==> src/rtl/wave_display_mc_pkg.sv <==
// Shared constants and types for the multi-channel waveform pixel generator.
// Latency: n/a (declarations only).
// Backpressure: n/a. Optional grid overlay is selected with WAVE_GRID_EN.
package wave_display_mc_pkg;

  localparam int COLOR_W = 8;
  localparam logic [COLOR_W-1:0] GREY = 8'h40;
  localparam int X_START_DEF = 268;
  localparam int X_END_DEF   = 767;

  typedef enum logic {IDLE, PENDING} bank_state_t;

endpackage

==> src/rtl/wave_display_mc_chan_cmp.sv <==
// One trace channel: previous-sample register and min/max range test against the row.
// Latency: combinational hit from cur/y_s; prev register updates at the clock edge.
// Backpressure: none, one sample per clock.
module wave_chan_cmp #(
  parameter int SAMPLE_W = 8
) (
  input  logic                clk,
  input  logic                reset,
  input  logic                enable,
  input  logic                in_region,
  input  logic                first,
  input  logic                load,
  input  logic [SAMPLE_W-1:0] y_s,
  input  logic [SAMPLE_W-1:0] cur,
  output logic                hit
);

  logic [SAMPLE_W-1:0] prev_q;
  logic [SAMPLE_W-1:0] last_q;
  logic [SAMPLE_W-1:0] prev_eff;
  logic [SAMPLE_W-1:0] lo;
  logic [SAMPLE_W-1:0] hi;

  // Segment endpoints: line start collapses to the current sample, a new column
  // takes the sample seen on the previous cycle (the previous column's word).
  always_comb begin
    prev_eff = prev_q;
    if (first)
      prev_eff = cur;
    else if (load)
      prev_eff = last_q;
    lo  = (prev_eff < cur) ? prev_eff : cur;
    hi  = (prev_eff < cur) ? cur : prev_eff;
    hit = enable && in_region && (y_s >= lo) && (y_s <= hi);
  end

  // Track the last read word every cycle; latch the segment start on column change.
  always_ff @(posedge clk or posedge reset) begin
    if (reset) begin
      prev_q <= '0;
      last_q <= '0;
    end else begin
      last_q <= cur;
      if (load)
        prev_q <= prev_eff;
    end
  end

endmodule

==> src/rtl/wave_display_mc.sv <==
// Multi-channel oscilloscope pixel generator with frame-synchronous bank swap.
// Latency: 2 clk from x/y/valid to r/g/b/valid_pixel; read_address is combinational.
// Backpressure: none, one pixel per clock. Grid overlay compiled in with WAVE_GRID_EN.
module wave_display_mc
  import wave_display_mc_pkg::*;
#(
  parameter int NUM_CH    = 2,
  parameter int SAMPLE_W  = 8,
  parameter int ADDR_W    = 9,
  parameter int X_START   = X_START_DEF,
  parameter int X_END     = X_END_DEF,
  parameter int COL_SHIFT = 1,
  parameter int Y_SHIFT   = 1
) (
  input  logic                       clk,
  input  logic                       reset,
  input  logic [10:0]                x,
  input  logic [9:0]                 y,
  input  logic                       valid,
  input  logic                       frame_start,
  input  logic                       swap_req,
  output logic                       swap_ack,
  input  logic [NUM_CH-1:0]          ch_enable,
  input  logic [24*NUM_CH-1:0]       ch_color,
  output logic [ADDR_W-1:0]          read_address,
  input  logic [NUM_CH*SAMPLE_W-1:0] read_data,
  output logic                       valid_pixel,
  output logic [COLOR_W-1:0]         r,
  output logic [COLOR_W-1:0]         g,
  output logic [COLOR_W-1:0]         b
);

  localparam int COL_W = ADDR_W - 1;

  bank_state_t         state, state_n;
  logic                bank, bank_n, ack_n;
  logic [10:0]         x_off;
  logic                in_region;
  logic [COL_W-1:0]    col;
  logic                in_region_q, first_q;
  logic [SAMPLE_W-1:0] y_q;
  logic [COL_W-1:0]    col_q, col_d;
  logic                load;
  logic [NUM_CH-1:0]   hit;
  logic                pix_vld;
  logic [23:0]         pix_col;

  assign x_off        = x - 11'(X_START);
  assign in_region    = valid && (x >= 11'(X_START)) && (x <= 11'(X_END));
  assign col          = in_region ? COL_W'(x_off >> COL_SHIFT) : '0;
  assign read_address = {bank, col};
  assign load         = first_q || (col_q != col_d);

  // S0: register raster-derived controls alongside the RAM read.
  always_ff @(posedge clk or posedge reset) begin
    if (reset) begin
      in_region_q <= 1'b0;
      first_q     <= 1'b0;
      y_q         <= '0;
      col_q       <= '0;
      col_d       <= '0;
    end else begin
      in_region_q <= in_region;
      first_q     <= in_region && (x == 11'(X_START));
      y_q         <= SAMPLE_W'(y >> Y_SHIFT);
      col_q       <= col;
      col_d       <= col_q;
    end
  end

`ifdef WAVE_GRID_EN
  logic grid_q;

  // S0: grid lines every 64 pixels from the region origin and every 64 rows.
  always_ff @(posedge clk or posedge reset) begin
    if (reset)
      grid_q <= 1'b0;
    else
      grid_q <= in_region && ((x_off[5:0] == 6'd0) || (y[5:0] == 6'd0));
  end
`endif

  for (genvar c = 0; c < NUM_CH; c++) begin : g_ch
    wave_chan_cmp #(.SAMPLE_W(SAMPLE_W)) u_cmp (
      .clk       (clk),
      .reset     (reset),
      .enable    (ch_enable[c]),
      .in_region (in_region_q),
      .first     (first_q),
      .load      (load),
      .y_s       (y_q),
      .cur       (read_data[c*SAMPLE_W +: SAMPLE_W]),
      .hit       (hit[c])
    );
  end

  // Priority select: scanning downward lets the lowest-index hitting channel win.
  always_comb begin
    pix_vld = 1'b0;
    pix_col = '0;
    for (int c = NUM_CH - 1; c >= 0; c--) begin
      if (hit[c]) begin
        pix_vld = 1'b1;
        pix_col = ch_color[24*c +: 24];
      end
    end
`ifdef WAVE_GRID_EN
    if (!pix_vld && grid_q) begin
      pix_vld = 1'b1;
      pix_col = {GREY, GREY, GREY};
    end
`endif
  end

  // S1: register the pixel outputs.
  always_ff @(posedge clk or posedge reset) begin
    if (reset) begin
      valid_pixel <= 1'b0;
      r           <= '0;
      g           <= '0;
      b           <= '0;
    end else begin
      valid_pixel <= pix_vld;
      r           <= pix_col[23:16];
      g           <= pix_col[15:8];
      b           <= pix_col[7:0];
    end
  end

  // Bank FSM next state: a swap request is honoured at the next frame start.
  always_comb begin
    state_n = state;
    bank_n  = bank;
    ack_n   = 1'b0;
    case (state)
      IDLE: begin
        if (swap_req && frame_start) begin
          bank_n = ~bank;
          ack_n  = 1'b1;
        end else if (swap_req) begin
          state_n = PENDING;
        end
      end
      PENDING: begin
        if (frame_start) begin
          bank_n  = ~bank;
          ack_n   = 1'b1;
          state_n = IDLE;
        end
      end
      default: state_n = IDLE;
    endcase
  end

  // Bank FSM state, bank select and one-cycle acknowledge.
  always_ff @(posedge clk or posedge reset) begin
    if (reset) begin
      state    <= IDLE;
      bank     <= 1'b0;
      swap_ack <= 1'b0;
    end else begin
      state    <= state_n;
      bank     <= bank_n;
      swap_ack <= ack_n;
    end
  end

endmodule

==> config.mk <==
export PLATFORM = sky130hd
export DESIGN_NAME = wave_display_mc
export DESIGN_NICKNAME = d
export VERILOG_FILES = /design/src/rtl/wave_display_mc_pkg.sv /design/src/rtl/wave_display_mc_chan_cmp.sv /design/src/rtl/wave_display_mc.sv
export SDC_FILE = /design/constraint.sdc
export NUM_CORES = 1
export LEC_CHECK = 0
export CORE_MARGIN = 3
export CORE_UTILIZATION = 40
export DETAILED_ROUTE_END_ITERATION = 10
export DONT_BUFFER_PORTS = 1
export GPL_ROUTABILITY_DRIVEN = 1
export GPL_TIMING_DRIVEN = 1
export PLACE_DENSITY = 0.52
export SLEW_MARGIN = 20
export SYNTH_ARGS = -nofsm -noshare
export SYNTH_HDL_FRONTEND = slang
export SYNTH_HIERARCHICAL = 1
export SYNTH_SLANG_ARGS = --single-unit
==> constraint.sdc <==
create_clock -name clk -period 9.7 [get_ports clk]
set_input_delay 0.97 -clock clk [delete_from_list [all_inputs] [get_ports clk]]
set_output_delay 0.97 -clock clk [all_outputs]
set_load 0.005 [all_outputs]
======== Yosys cells after proc, flatten, opt, wreduce, memory -nomap -nowiden ========
Index checks and enable logic that the tools add are counted.
storage, ports and cells
  bits in registers ....................... 86
  output and inout bits ................... 35
  logic and storage cells ................. 66
operators by class
  $add $sub $neg .......................... 1
  magnitude comparators ................... 8
  equality and inequality tests ........... 4
  mux-type cells .......................... 23
  bitwise operators ....................... 2
  reductions and logical operators ........ 12
operators with widths
  operator              number
  $mux 8                9
  $mux 24               2
  $ge 8x8->1            2
  $le 8x8->1            2
  $lt 8x8->1            2
  $eq 11x9->1 const B   1
  $ge 11x9->1 const B   1
  $le 11x10->1 const B  1
  $logic_and 1x1->1     10
  $mux 1                9
  $sub 9x9->9 const B   1
  $ne 8x8->1            1
  $pmux 1 s2            3
  $ne 2x2->1 const B    2
  $not 1->1             2
  $reduce_and 2->1      1
  $logic_or 1x1->1      1

======== Longest topological paths before layout ========
Gate-level depths: netlist of run 1.
  word-level depth ........................ 11
  gate-level depth with buffers ........... 25

======== Modules after synthesis ========
Netlist of run 1, hierarchy kept.
modules (own cells, without submodules)
  module           instances  cells each  area an instance (um^2)  seq. area each (um^2)
  wave_chan_cmp    2          147         1346.3                   400.4
  wave_display_mc  1          140         1968.1                   1351.3

======== Least setup slack after synthesis of run 1 ========
OpenSTA, ideal clock, no wires.
  path type ............................... register -> register
  start point ............................. register col_d[1]
  end point ............................... register b[4]
  data arrival time ....................... 4.681 ns
  required time ........................... 9.634 ns
  setup slack ............................. 4.953 ns
  stages on the path, launching flop included .. 26
  path buffers ............................ 5
  path through ............................ dfrtp_1 xnor2_1 nand4_1 nor3_1 nand4_1 buf_2 buf_2 a211oi_1 a21oi_1 ha_1 o211ai_1 a311oi_2 nor3_4 buf_6 nor2_1 a21oi_1 ha_1 a21oi_1 nor2b_1 a2111oi_0 o21ai_0 and3_1 clkbuf_1 nor2b_1 buf_2 a22o_1
on the way
  elaborated cells between the ends (all ways) .. 22
  those cells by class .................... 6 x order compare; 1 x eq/ne; 10 x mux; 5 x reduce/logical
RTL lines
  element                        RTL line                                                        source
  start: declaration             wave_display_mc.sv:42                                           logic [COL_W-1:0] col_q, col_d;
  start signal: assignment       wave_display_mc.sv:67                                           col_d <= col_q;
  $ne 8x8->1 (*)                 wave_display_mc.sv:52                                           assign load = first_q || (col_q != col_d);
  $logic_or 1x1->1 (*)           wave_display_mc.sv:52
  via load                       wave_display_mc.sv:43                                           logic load;
  $mux 8 (*)                     wave_display_mc_chan_cmp.sv:30                                  else if (load)
  $mux 8 (*)                     wave_display_mc_chan_cmp.sv:28                                  if (first)
  via g_ch[0].u_cmp.prev_eff[3]  wave_display_mc_chan_cmp.sv:20                                  logic [SAMPLE_W-1:0] prev_eff;
  $lt 8x8->1                     wave_display_mc_chan_cmp.sv:32, wave_display_mc_chan_cmp.sv:33
  $mux 8                         wave_display_mc_chan_cmp.sv:32                                  lo = (prev_eff < cur) ? prev_eff : cur;
  $ge 8x8->1                     wave_display_mc_chan_cmp.sv:34                                  hit = enable && in_region && (y_s >= lo) && (y_s <= hi);
  $logic_and 1x1->1              wave_display_mc_chan_cmp.sv:34
  $logic_and 1x1->1 (*)          wave_display_mc_chan_cmp.sv:34
  via hit[0]                     wave_display_mc.sv:44                                           logic [NUM_CH-1:0] hit;
  $mux 24 (*)                    wave_display_mc.sv:102                                          if (hit[c]) begin
  via pix_col[4]                 wave_display_mc.sv:46                                           logic [23:0] pix_col;
  end signal: assignment         wave_display_mc.sv:126                                          b <= pix_col[7:0];
  end: declaration               wave_display_mc.sv:30                                           output logic [COLOR_W-1:0] b
Mark *: on every way through the listed nets, which the timed path passes. The rest lies on a longest branch.
A chain may end at the register's enable or synchronous reset.

======== Worst setup path after layout of run 1 ========
  start point ............................. register first_q
  end point ............................... register b[2]
on the way
  elaborated cells between the ends (all ways) .. 21
  those cells by class .................... 6 x order compare; 10 x mux; 5 x reduce/logical
RTL lines
  element                        RTL line                                                        source
  start: declaration             wave_display_mc.sv:40                                           logic in_region_q, first_q;
  start signal: assignment       wave_display_mc.sv:64                                           first_q <= in_region && (x == 11'(X_START));
  $logic_or 1x1->1 (*)           wave_display_mc.sv:52
  via load                       wave_display_mc.sv:43
  $mux 8 (*)                     wave_display_mc_chan_cmp.sv:30
  $mux 8 (*)                     wave_display_mc_chan_cmp.sv:28
  via g_ch[0].u_cmp.prev_eff[7]  wave_display_mc_chan_cmp.sv:20
  $lt 8x8->1                     wave_display_mc_chan_cmp.sv:32, wave_display_mc_chan_cmp.sv:33
  $mux 8                         wave_display_mc_chan_cmp.sv:32
  $ge 8x8->1                     wave_display_mc_chan_cmp.sv:34
  $logic_and 1x1->1              wave_display_mc_chan_cmp.sv:34
  $logic_and 1x1->1 (*)          wave_display_mc_chan_cmp.sv:34
  via hit[0]                     wave_display_mc.sv:44
  $mux 24 (*)                    wave_display_mc.sv:102
  via pix_col[2]                 wave_display_mc.sv:46
Marked as above.

==> flow_metrics.tcl, run 1 <==
set metrics [dict create \
    reg2reg_from "first_q" \
    relSlewSlack_pct 34.3 \
    start_util_pct 41.9 \
    synth_top_area_share_pct 46.2 \
    drc 0 \
    drtIter0Drc 125 \
    rsz0062_at_grt "no" \
    crit_arrival_ns 6.14 \
    hold_start "col_q[3]" \
    path_clk_slew_ns 0.06 \
    maxCapViolCount 0 \
    placedCellCount 560 \
    async_flop_share_pct 100 \
    cp.required_ns 9.92 \
    synth_area_sq_um 4660 \
    cts_setup_buffers 0 \
    io_pins 127 \
    syn_area_per_cell_sq_um 10.7 \
    dp_hpwl_microns 7700 \
    min_period_ns 5.92 \
    wl_per_cell_microns 17.1 \
    crit_slowest_cell "and3_1" \
    rr_worst_depth 20 \
    area_growth_pct 8.89 \
    crit_chain "buf_4 > nor3_1 > nand4_1 > buf_4 > nor2b_1 > a211oi_1 > a21oi_1 > ha_1 > a21oi_1 > o21ai_0 > nor3_4 > mux2i_1 > ha_1 > a21oi_1 > o21ai_0 > o22ai_1 > and3_1 > nor2b_1 > buf_4 > a22o_1" \
    cts_max_path_buffers 2 \
    synth-edff-count 0 \
    gp_congestion 0.782 \
    ctsHtreeMaxLevel 3 \
    ys_seq_area_share_pct 46.2 \
    die_w_microns 114 \
    worstHoldPathCells 0 \
    status "finished, final reports clean" \
    max_freq_ghz 0.169 \
    worst_setup_path_start_kind "flip-flop" \
    post_cts_resized 0 \
    grt_max_degree 49 \
    finalSetupTns_ns 0 \
    yosysTopAreaCell "dfrtp_1" \
    slowest_delay_ns 0.82 \
    fin_util_pct 45.6 \
    irDropWorstVdd_mv 0.140 \
    antenna_left 0 \
    grt_pass1_vias 3319 \
    std_cell_rows 38 \
    antenna_cells 0 \
    hold_viol_final 0 \
    skew_ns 0.00808 \
    first_pass_iters 4 \
    hold_end "col_d[3]" \
    synthDistinctLibCells 40 \
    port_buffers 0 \
    num-fill-cells 1051 \
    vias 3175 \
    final_cells 575 \
    numCtsBuffers 9 \
    cts_tree "done" \
    die-area_sq_um 13000 \
    routed_via_density 5.52 \
    p_leak_nw 2.44 \
    min_period_over_period_pct 61.1 \
    synth_area_leaders "dfrtp_1 46%, ha_1 13%, a21oi_1 5.5%" \
    core_area_sq_um 11100 \
    synthCells 434 \
    total_power_mw 1.10 \
    ys_ff_latch 86 \
    syn_nets 573 \
    setup_viol_count_final 0 \
    grt_pass1_wl_microns 16600 \
    routed_wl_microns 9850 \
    rrSetupSlack_ns 3.78 \
    hp-class "reg -> reg" \
    hold_buffers 0 \
    nNetsFinal 570 \
    critPathKind "reg -> reg" \
    clk_latency_ns 0.34 \
    grt_overflow 0 \
    clkSinkCount 86 \
    cts_root_buf "clkbuf_16" \
    antenna_found_initial 0 \
    p_per_area_nw_per_um2 217 \
    synth_warnings 6 \
    critPathCaptureType "flip-flop" \
    regToRegEndpoint "b[2]" \
    slew_viol_final 0 \
    cp_max_fo 48 \
    ys.flop_type "dfrtp_1" \
    worst_pin_slew_ns 0.985 \
    drive_gt1_share_pct 6.44 \
    fp.dieH_microns 114 \
    track_usage_pct 16.4 \
]
==> worst max-delay path by stage <==
stage	start	end	depth (start not counted)	slack (ns)
2_1_floorplan	col_d[1]	b[4]	25	4.95
5_1_grt	first_q	g[7]	21	3.16
4_1_cts	first_q	g[7]	21	3.79
3_5_place_dp	first_q	g[7]	21	3.78
6_report	first_q	b[2]	20	3.78
3_3_place_gp	first_q	g[7]	21	3.87
==> cells in the mapped netlist, types with 3 or more instances <==
master,instances
a21o_1,14
buf_1,3
and2b_1,3
inv_1,26
buf_4,3
buf_2,8
dfrtp_1,86
a22o_1,22
a21oi_1,51
o21ai_0,10
xor2_1,3
o211ai_1,4
mux2i_1,20
nor2_1,35
nor2b_1,18
a211oi_1,16
ha_1,47
nand2_1,12
nand4_1,10
xnor2_1,11
==> metrics by stage <==
step / hold WS (ns) / setup slack (ns) / area (sq um)
finish: 0.395 / 3.78 / 5070
global route: 0.411 / 3.16 / 5070
CTS: 0.398 / 3.79 / 5070
detailed placement: 0.384 / 3.78 / 4760
global placement: 0.381 / 3.87 / 4760
floorplan: 0.372 / 4.95 / 4660
==> cell families (layout without fill, tap and decap cells) <==
family                   after synthesis  count (layout)  share of synthesized area (%)
XOR/XNOR                              14              14                           2.63
buffers and inverters                 44              45                           4.32
adder cells (fa/ha/maj)               47              47                           12.6
flip-flops                            86              86                           46.2
multiplexers                          20              20                           4.30
AO/OA/AOI/OAI                        129             129                           19.0
AND/OR/NAND/NOR                       94              94                           11.0
==> flip-flops by register name, summed over array words and instances, names as in the netlist, 8 cells and up <==
name	count
b	8
col_d	8
col_q	8
g	8
g_ch.u_cmp/last_q	16
g_ch.u_cmp/prev_q	16
r	8
y_q	8
==> where the power goes <==
part           leakage [nW]  switching (mW)  internal [mW]
sequential             1.11          0.0154          0.398
clock                 0.145           0.138          0.225
combinational          1.19           0.180          0.145
==> cell usage in the layout (no fill, tap or decap), types with 14 or more instances in the layout <==
cell and count:
a21o_1 14, inv_1 25, a22o_1 22, nor2_1 35, ha_1 47, a21oi_1 51, a211oi_1 16, nor2b_1 18
mux2i_1 20, dfrtp_1 86
==> critical path: cells and delay by family (launching register included) <==
kind                       cells  cell delay (ns)
buffers and inverters          3             0.80
AOI/OAI and AO/OA              8             1.40
muxes                          1             0.35
adders and majority gates      2             0.63
DFF                            1             0.36
and+or+nand+nor                6             2.24
==> per-layer routing <==
| layer | wire length, microns | global-route usage, % | up-vias |
|---|---|---|---|
| met5 | 0 | 0 | - |
| li1 | - | - | 1571 |
| met2 | 4670 | 26.9 | 117 |
| met3 | 1000 | 7.53 | 12 |
| met1 | 4020 | 19.1 | 1475 |
| met4 | 166 | 5.30 | 0 |
==> layout make-up <==
class	count	area (sq um)	share of cell area (%)
Multi-Input combinational cell	304	2310	45.5
Sequential cell	86	2150	42.4
Clock buffer	10	229	4.51
Tap cell	140	175	3.45
Inverter	26	97.6	1.92
Clock inverter	5	83.8	1.65
Timing Repair Buffer	4	30.0	0.592
Note: power is estimated with default switching activity, not from simulation.
==> run 2, diff against run 1 <==
==> constraint.sdc (replaced) <==
create_clock -name clk -period 5.5 [get_ports clk]
set_input_delay 0.55 -clock clk [delete_from_list [all_inputs] [get_ports clk]]
set_output_delay 0.55 -clock clk [all_outputs]
set_load 0.005 [all_outputs]
==> run 2 against run 1 <==
Effect of this change:
- clock power up 59%
- sequential share of layout area is 0.30 points lower
- sequential power grew 76%
- non-clock buffer count up 6
- fmax grew 19%
- wire length is 2.1% higher
- core utilization up 0.33 points
- final area up 0.71%
- largest power group unchanged
==> flow_metrics.tcl, run 2 (same netlist as run 1, synthesis figures left out) <==
set metrics [dict create \
    num-fill-cells 1063 \
    track_usage_pct 16.7 \
    grt_overflow 0 \
    placedCellCount 565 \
    status "finished, final reports clean" \
    clk_latency_ns 0.34 \
    fp.dieH_microns 114 \
    io_pins 127 \
    cts_root_buf "clkbuf_16" \
    grt_pass1_wl_microns 16600 \
    grt_max_degree 49 \
    cp_max_fo 48 \
    cts_max_path_buffers 2 \
    min_period_ns 4.96 \
    min_period_over_period_pct 90.3 \
    critPathKind "reg -> reg" \
    maxCapViolCount 0 \
    worst_pin_slew_ns 0.616 \
    drive_gt1_share_pct 7.92 \
    die_w_microns 114 \
    most-common-layout-cells "86 x dfrtp_1, 50 x a21oi_1, 47 x ha_1" \
    crit_slowest_cell "dfrtp_1" \
    slew_viol_final 0 \
    core_area_sq_um 11100 \
    p_per_area_nw_per_um2 372 \
    dp_hpwl_microns 7800 \
    first_pass_iters 4 \
    top_regs "g_ch.u_cmp/last_q x16, g_ch.u_cmp/prev_q x16" \
    fin_util_pct 45.9 \
    setup_viol_count_final 0 \
    ctsHtreeMaxLevel 3 \
    cp.required_ns 5.78 \
    skew_ns 0.00835 \
    place_area_sq_um 4810 \
    start_util_pct 41.9 \
    cts_tree "done" \
    max_freq_ghz 0.201 \
    nNetsFinal 576 \
    grt_pass1_vias 3359 \
    area_growth_pct 9.66 \
    reg2reg_from "col_d[2]" \
    slowest_delay_ns 0.38 \
    numCtsBuffers 9 \
    antenna_left 0 \
    drtIter0Drc 92 \
    critPathLaunch "col_d[2]" \
    routed_via_density 5.47 \
    antenna_found_initial 0 \
    std_cell_rows 38 \
    path_clk_slew_ns 0.06 \
    p_leak_nw 2.47 \
    relSlewSlack_pct 58.9 \
    multi_input_area_sq_um 2310 \
    crit_chain "xnor2_1 > nand4_1 > nor3_1 > nand4_1 > buf_12 > nor2b_1 > a211oi_1 > a21oi_1 > ha_1 > a21oi_1 > o21ai_0 > nor3_4 > buf_4 > mux2i_1 > ha_1 > nor2b_1 > o211ai_1 > a21oi_1 > o22ai_1 > and3_1 > nor2b_1 > buf_4 > a22o_1" \
    final_common_cell "dfrtp_1" \
    cts_setup_buffers 0 \
    worst_setup_path_start_kind "flip-flop" \
    antenna_cells 0 \
    gp_congestion 0.821 \
    hold_viol_final 0 \
    crit_arrival_ns 5.24 \
    vias 3181 \
    irDropWorstVdd_mv 0.190 \
    routed_wl_microns 10100 \
    clkSinkCount 86 \
    rsz0062_at_grt "no" \
    finalSetupTns_ns 0 \
    critPathCaptureType "flip-flop" \
    drc 0 \
    stdcell_area_sq_um 5110 \
    wl_per_cell_microns 17.3 \
    seqCellArea_sq_um 2150 \
    die-area_sq_um 13000 \
    hp-class "in -> async" \
    port_buffers 0 \
    final_cells 582 \
]
==> run 2: critical path: cells and delay by family, from the launching register on <==
| kind | cells | cell delay (ns) |
|---|---|---|
| xor+xnor | 1 | 0.17 |
| simple gates | 8 | 1.55 |
| flops | 1 | 0.38 |
| buf+inv | 3 | 0.72 |
| fa+ha+maj | 2 | 0.59 |
| mux | 1 | 0.24 |
| compound gates | 8 | 1.24 |
==> run 2: worst paths after layout <==
path / end / slack (ns) / depth (start not counted)
setup / recovery: g[6] / 0.54 / 23
hold / removal: g_ch[1].u_cmp/prev_q[2] / 0.16 / 1
setup reg to reg: g[6] / 0.54 / 23
hold reg to reg: col_d[0] / 0.39 / 0
max in group asynchronous: y_q[2] / 4.11 / 3
min in group clk: y_q[0] / 0.23 / 0
==> run 2: metrics by stage <==
stage	total power [mW]	hold WS, ns	worst slack, ns
2_1_floorplan	1.23	0.372	0.753
3_3_place_gp	1.33	0.361	0.437
3_5_place_dp	1.34	0.359	0.378
4_1_cts	1.94	0.181	0.362
5_1_grt	2.06	0.211	0.0687
6_report	1.90	0.161	0.535
==> run 2: what timing repair did <==
action / CTS / global route
endpoints found under the hold margin: 8 / 0
setup endpoints to repair: 0 / 19
resized for setup: 0 / 1
hold buffers: 1 / 0
==> run 2: cell type report <==
class | instances | area share (%)
inverter | 26 | 1.91
multi-input combinational | 304 | 45.2
sequential | 86 | 42.1
tap | 140 | 3.43
clock inverter | 5 | 0.832
timing repair buffer | 10 | 1.76
clock buffer | 11 | 4.75
==> run 2: power breakdown <==
part / internal, mW / leakage [nW] / switching, mW / total [mW]
Sequential: 0.701 / 1.11 / 0.0268 / 0.728
Clock: 0.323 / 0.137 / 0.254 / 0.577
Combinational: 0.273 / 1.23 / 0.324 / 0.597
Total: 1.30 / 2.47 / 0.604 / 1.90
==> run 2: routing by layer <==
| metal | global-route usage [%] | wire length [microns] | part of all wire, % |
|---|---|---|---|
| met3 | 7.43 | 908 | 9.0 |
| met4 | 6.18 | 153 | 1.5 |
| met2 | 27.3 | 4870 | 48 |
| met5 | 0 | 0 | 0 |
| met1 | 19.3 | 4130 | 41 |
